--- config.mk ---
export PLATFORM = sky130hd
export DESIGN_NAME = mul_add_16bit_seq
export DESIGN_NICKNAME = d
export VERILOG_FILES = /design/src/rtl/mul_add_16bit_seq.sv
export SDC_FILE = /design/constraint.sdc
export NUM_CORES = 1
export LEC_CHECK = 0
export CAP_MARGIN = 20
export CORE_AREA = 2 2 141 143
export DETAILED_ROUTE_END_ITERATION = 10
export DIE_AREA = 0 0 143 145
export GPL_ROUTABILITY_DRIVEN = 1
export MAX_ROUTING_LAYER = met4
export PLACE_DENSITY = 0.51
export SETUP_SLACK_MARGIN = 0.2
export SYNTH_ARGS = -nofsm -noshare
export SYNTH_HDL_FRONTEND = slang
export SYNTH_SLANG_ARGS = --single-unit
--- constraint.sdc ---
create_clock -name clk -period 3.3 [get_ports clk]
set_input_delay 0.825 -clock clk [delete_from_list [all_inputs] [get_ports clk]]
set_output_delay 0.825 -clock clk [all_outputs]
set_load 0.03 [all_outputs]
--- src/rtl/mul_add_16bit_seq.sv ---
// -----------------------------------------------------------------------------
// mul_add_16bit_seq
//
// Sequential shift-add multiply-accumulate: p = q*d + r (all unsigned).
// This block is the inverse of the 16-bit divider. Given quotient, divisor and
// remainder, it rebuilds the dividend. It is also used as a standalone MAC.
// It runs one shift-add iteration per clock, always exactly WIDTH iterations.
//
// Ports
//   clk        in   1        rising-edge clock
//   rst        in   1        synchronous active-high reset
//   in_valid   in   1        operands valid
//   in_ready   out  1        block can accept operands (IDLE only)
//   q          in   WIDTH    multiplier (quotient)
//   d          in   WIDTH    multiplicand (divisor)
//   r          in   WIDTH    addend (remainder), zero-extended
//   out_valid  out  1        result valid (DONE only)
//   out_ready  in   1        downstream accepts result
//   p          out  2*WIDTH  registered result q*d + r
// -----------------------------------------------------------------------------
module mul_add_16bit_seq #(
    parameter int WIDTH = 16
) (
    input  logic               clk,
    input  logic               rst,
    input  logic               in_valid,
    output logic               in_ready,
    input  logic [WIDTH-1:0]   q,
    input  logic [WIDTH-1:0]   d,
    input  logic [WIDTH-1:0]   r,
    output logic               out_valid,
    input  logic               out_ready,
    output logic [2*WIDTH-1:0] p
);

    localparam int PW    = 2 * WIDTH;
    localparam int CNT_W = $clog2(WIDTH + 1);

    typedef enum logic [1:0] {
        IDLE = 2'd0,
        BUSY = 2'd1,
        DONE = 2'd2
    } state_t;

    state_t             state;
    logic [PW-1:0]      acc;
    logic [PW-1:0]      mcand;
    logic [WIDTH-1:0]   mplr;
    logic [CNT_W-1:0]   cnt;
    logic [PW-1:0]      acc_next;

    // One shift-add step. The addition never overflows, because the largest
    // possible final value, (2^W-1)^2 + (2^W-1), still fits in 2*WIDTH bits.
    function automatic logic [PW-1:0] shift_add_step(
        input logic [PW-1:0] acc_in,
        input logic [PW-1:0] mcand_in,
        input logic          bit_in
    );
        shift_add_step = bit_in ? (acc_in + mcand_in) : acc_in;
    endfunction

    assign acc_next = shift_add_step(acc, mcand, mplr[0]);

    // in_ready/out_valid are registered next to the state, so each one is a
    // pure function of the current state. p is loaded only when the
    // computation finishes, so it holds its value until the next DONE.
    always_ff @(posedge clk) begin
        if (rst) begin
            state     <= IDLE;
            in_ready  <= 1'b1;
            out_valid <= 1'b0;
            p         <= '0;
            acc       <= '0;
            mcand     <= '0;
            mplr      <= '0;
            cnt       <= '0;
        end else begin
            case (state)
                IDLE: begin
                    if (in_valid) begin
                        acc      <= {{WIDTH{1'b0}}, r};
                        mcand    <= {{WIDTH{1'b0}}, d};
                        mplr     <= q;
                        cnt      <= '0;
                        state    <= BUSY;
                        in_ready <= 1'b0;
                    end
                end
                BUSY: begin
                    acc   <= acc_next;
                    mcand <= mcand << 1;
                    mplr  <= mplr >> 1;
                    cnt   <= cnt + 1'b1;
                    // The WIDTH-th iteration happens on this edge. The
                    // result goes straight to p, with no extra cycle.
                    if (cnt == CNT_W'(WIDTH - 1)) begin
                        state     <= DONE;
                        out_valid <= 1'b1;
                        p         <= acc_next;
                    end
                end
                DONE: begin
                    if (out_ready) begin
                        state     <= IDLE;
                        out_valid <= 1'b0;
                        in_ready  <= 1'b1;
                    end
                end
                default: begin
                    state     <= IDLE;
                    in_ready  <= 1'b1;
                    out_valid <= 1'b0;
                end
            endcase
        end
    end

endmodule
==> impl_metrics.tcl <==
set metrics [dict create \
    dr.pass1.iters 5 \
    end_kind "register" \
    cts.path.max_buffers 2 \
    synthArstFlopShare_pct 0 \
    final_nets 945 \
    hold-worst-slack_ps 459 \
    relSlewSlack_pct 42.6 \
    synth_warnings 0 \
    hp-class "register to register" \
    tightest_slew_ps 861 \
    p_leak_nw 3.39 \
    fin_setup_tns_ps 0 \
    io_buffers 85 \
    core_area_sq_um 19200 \
    slowest_stage "fa_2" \
    fin_crit_sh_pct 91.2 \
    rows 51 \
    cts_sinks 121 \
    tritoncts "done" \
    path_class "register to register" \
    vias_per_cell 5.36 \
    clk_latency_ps 420 \
    avgSynthCellArea_sq_um 8.35 \
    die_area_sq_um 20700 \
    critical_path.top_delay_family "compound AO/OA/AOI/OAI gates" \
    ys_ff_latch 121 \
    synth_top_area_share_pct 36.5 \
    hold_violations 0 \
    ys_top_cells_by_area "dfxtp_1 36%, nor2_1 7.6%, a21oi_1 6.9%, ha_1 6.2%, o221a_2 5.1%" \
    drive_gt1_share_pct 12.5 \
    hpwl_mm 14.0 \
    fmax_mhz 332 \
    placed_area_sq_um 7710 \
    drc 0 \
    wire_per_inst_um 17.8 \
    h-tree-depth 4 \
    pin_count 86 \
    wirelength_mm 20.3 \
    synth_seq_area_share_pct 36.5 \
    grt_start_max_net_pins 76 \
    die_w_um 143 \
    synthesis.nets 882 \
    grt_pass1_vias 5755 \
    status "finished clean" \
    crit_path_cell_trace "ha_1, fa_2, a21oi_2, o21ai_1, o2111ai_1, nand3_2, o211ai_1, a31oi_2, a311oi_2, xor2_1, a2bb2oi_1, nor2_1" \
    crit_buf_inv 0 \
    p_per_area_nw_per_um2 488 \
    synth_common_cells "134 x nor2_1, 121 x dfxtp_1, 91 x a21oi_1" \
    design_area_sq_um 8370 \
    drtIter0Drc 359 \
    rsz0062_at_grt "yes" \
    fin_crit_ps 3010 \
    yosysMostFrequentCell "nor2_1" \
    numCtsBuffers 17 \
    final-setup-viol-count 0 \
    max_stage_delay_ps 370 \
    crit_fanout 4 \
    ctsHoldBuffers 0 \
    synth_cells 796 \
    grt_pass1_wl_mm 31.7 \
    grt.overflow.total 0 \
    drv_slew 0 \
    ir_worst_vdd_uv 302 \
    arrival_ps 3280 \
    cp.required_ps 3570 \
    clk_pin_slew_ps 60 \
    gp_congestion 0.861 \
    diodes 0 \
    total_power_mw 4.08 \
    vias 6096 \
    final_antenna_net_count 0 \
    area_growth_pct 26.0 \
    die_y_um 145 \
    cts_root_buf "clkbuf_16" \
    synth_edf_count 0 \
    synth_area_sq_um 6640 \
    finClkSkew_ps 10.6 \
    synth_ff_type "dfxtp_1" \
    final_cells 1137 \
    antenna_found_initial 0 \
    track_usage_pct 20.1 \
    initial_core_util_pct 34.6 \
    max_cap_violations 0 \
    ys_types 61 \
    synth_top_area_cell "dfxtp_1" \
    crit_path_start_kind "register" \
    placed_cells 1102 \
]
metrics by stage:
step           setup WS [ps]  utilization (%)
6_report                 290             43.6
4_1_cts                  233             43.4
3_3_place_gp             247             40.2
3_5_place_dp             133             40.2
5_1_grt                  149             43.6
2_1_floorplan            611                -
tightest hold or removal path, delay by kind of cell, from the launching register on:
family	cells	cell delay, ps
simple gates	1	50
flops	1	310
compound gates	1	50
layer usage:
| layer | wire length [um] | vias to the layer above | share of wire [%] | GRT usage, % |
|---|---|---|---|---|
| met2 | 9360 | 112 | 46 | 30.7 |
| met1 | 9950 | 2930 | 49 | 27.1 |
| met5 | 0 | - | 0 | - |
| li1 | - | 3036 | - | - |
| met3 | 689 | 18 | 3.4 | 4.09 |
| met4 | 260 | 0 | 1.3 | 5.05 |
cell usage in the layout, fill, tap and decap left out, types with 30 or more instances in the layout:
cell type and n:
clkdlybuf4s50_1 84, dfxtp_1 120, nor2b_1 43, a22oi_1 38
ha_1 33, nand2_1 40, o221a_2 30, o21ai_0 30
a21oi_1 89, nor2_1 133
power breakdown:
| part | switching, mW | total (mW) | leakage [nW] | internal [mW] |
|---|---|---|---|---|
| combinational | 0.320 | 0.579 | 2.10 | 0.259 |
| sequential | 0.0517 | 1.57 | 0.986 | 1.52 |
| clock | 0.785 | 1.93 | 0.296 | 1.14 |
| total | 1.16 | 4.08 | 3.39 | 2.92 |
registers in the layout, summed over array words and instances (netlist names):
name,cells
acc,32
state,2
out_valid,1
cnt,5
p,32
mcand,32
in_ready,1
mplr,16
path summary, 6_finish.rpt:
path                                              from                     end  slack [ps]  depth (start not counted)
worst max-delay path               acc[0]$_SDFFE_PP0P_    acc[30]$_SDFFE_PP0P_         290                         12
worst min-delay path            out_valid$_SDFFE_PP0P_  out_valid$_SDFFE_PP0P_         460                          2
worst max register to register     acc[0]$_SDFFE_PP0P_    acc[30]$_SDFFE_PP0P_         290                         12
worst min register to register  out_valid$_SDFFE_PP0P_  out_valid$_SDFFE_PP0P_         460                          2
timing repair:
action,4_1_cts,5_1_grt
pin swaps,5,6
buffers inserted,1,2
gates resized for setup,3,4
setup endpoints to repair,1,5
logic make-up (layout without fill, tap and decap cells):
kind of cell	Yosys count	after routing	synth area share [%]
AOI/OAI and AO/OA	278	278	29.3
xor gates and xnor gates	28	28	3.69
adders and majority gates	34	34	6.52
buffers and inverters	65	141	3.97
DFF	121	121	36.5
muxes	17	17	2.67
and+or+nand+nor	253	253	17.3
layout make-up:
| type | count | area, sq um |
|---|---|---|
| Inverter | 5 | 18.8 |
| Tap cell | 265 | 332 |
| Timing Repair Buffer | 104 | 1000 |
| Multi-Input combinational cell | 610 | 3990 |
| Fill cell | 1895 | 10800 |
| Sequential cell | 121 | 2420 |
| Clock buffer | 17 | 425 |
| Clock inverter | 15 | 180 |
No activity file was read; power rests on OpenSTA's default activity.
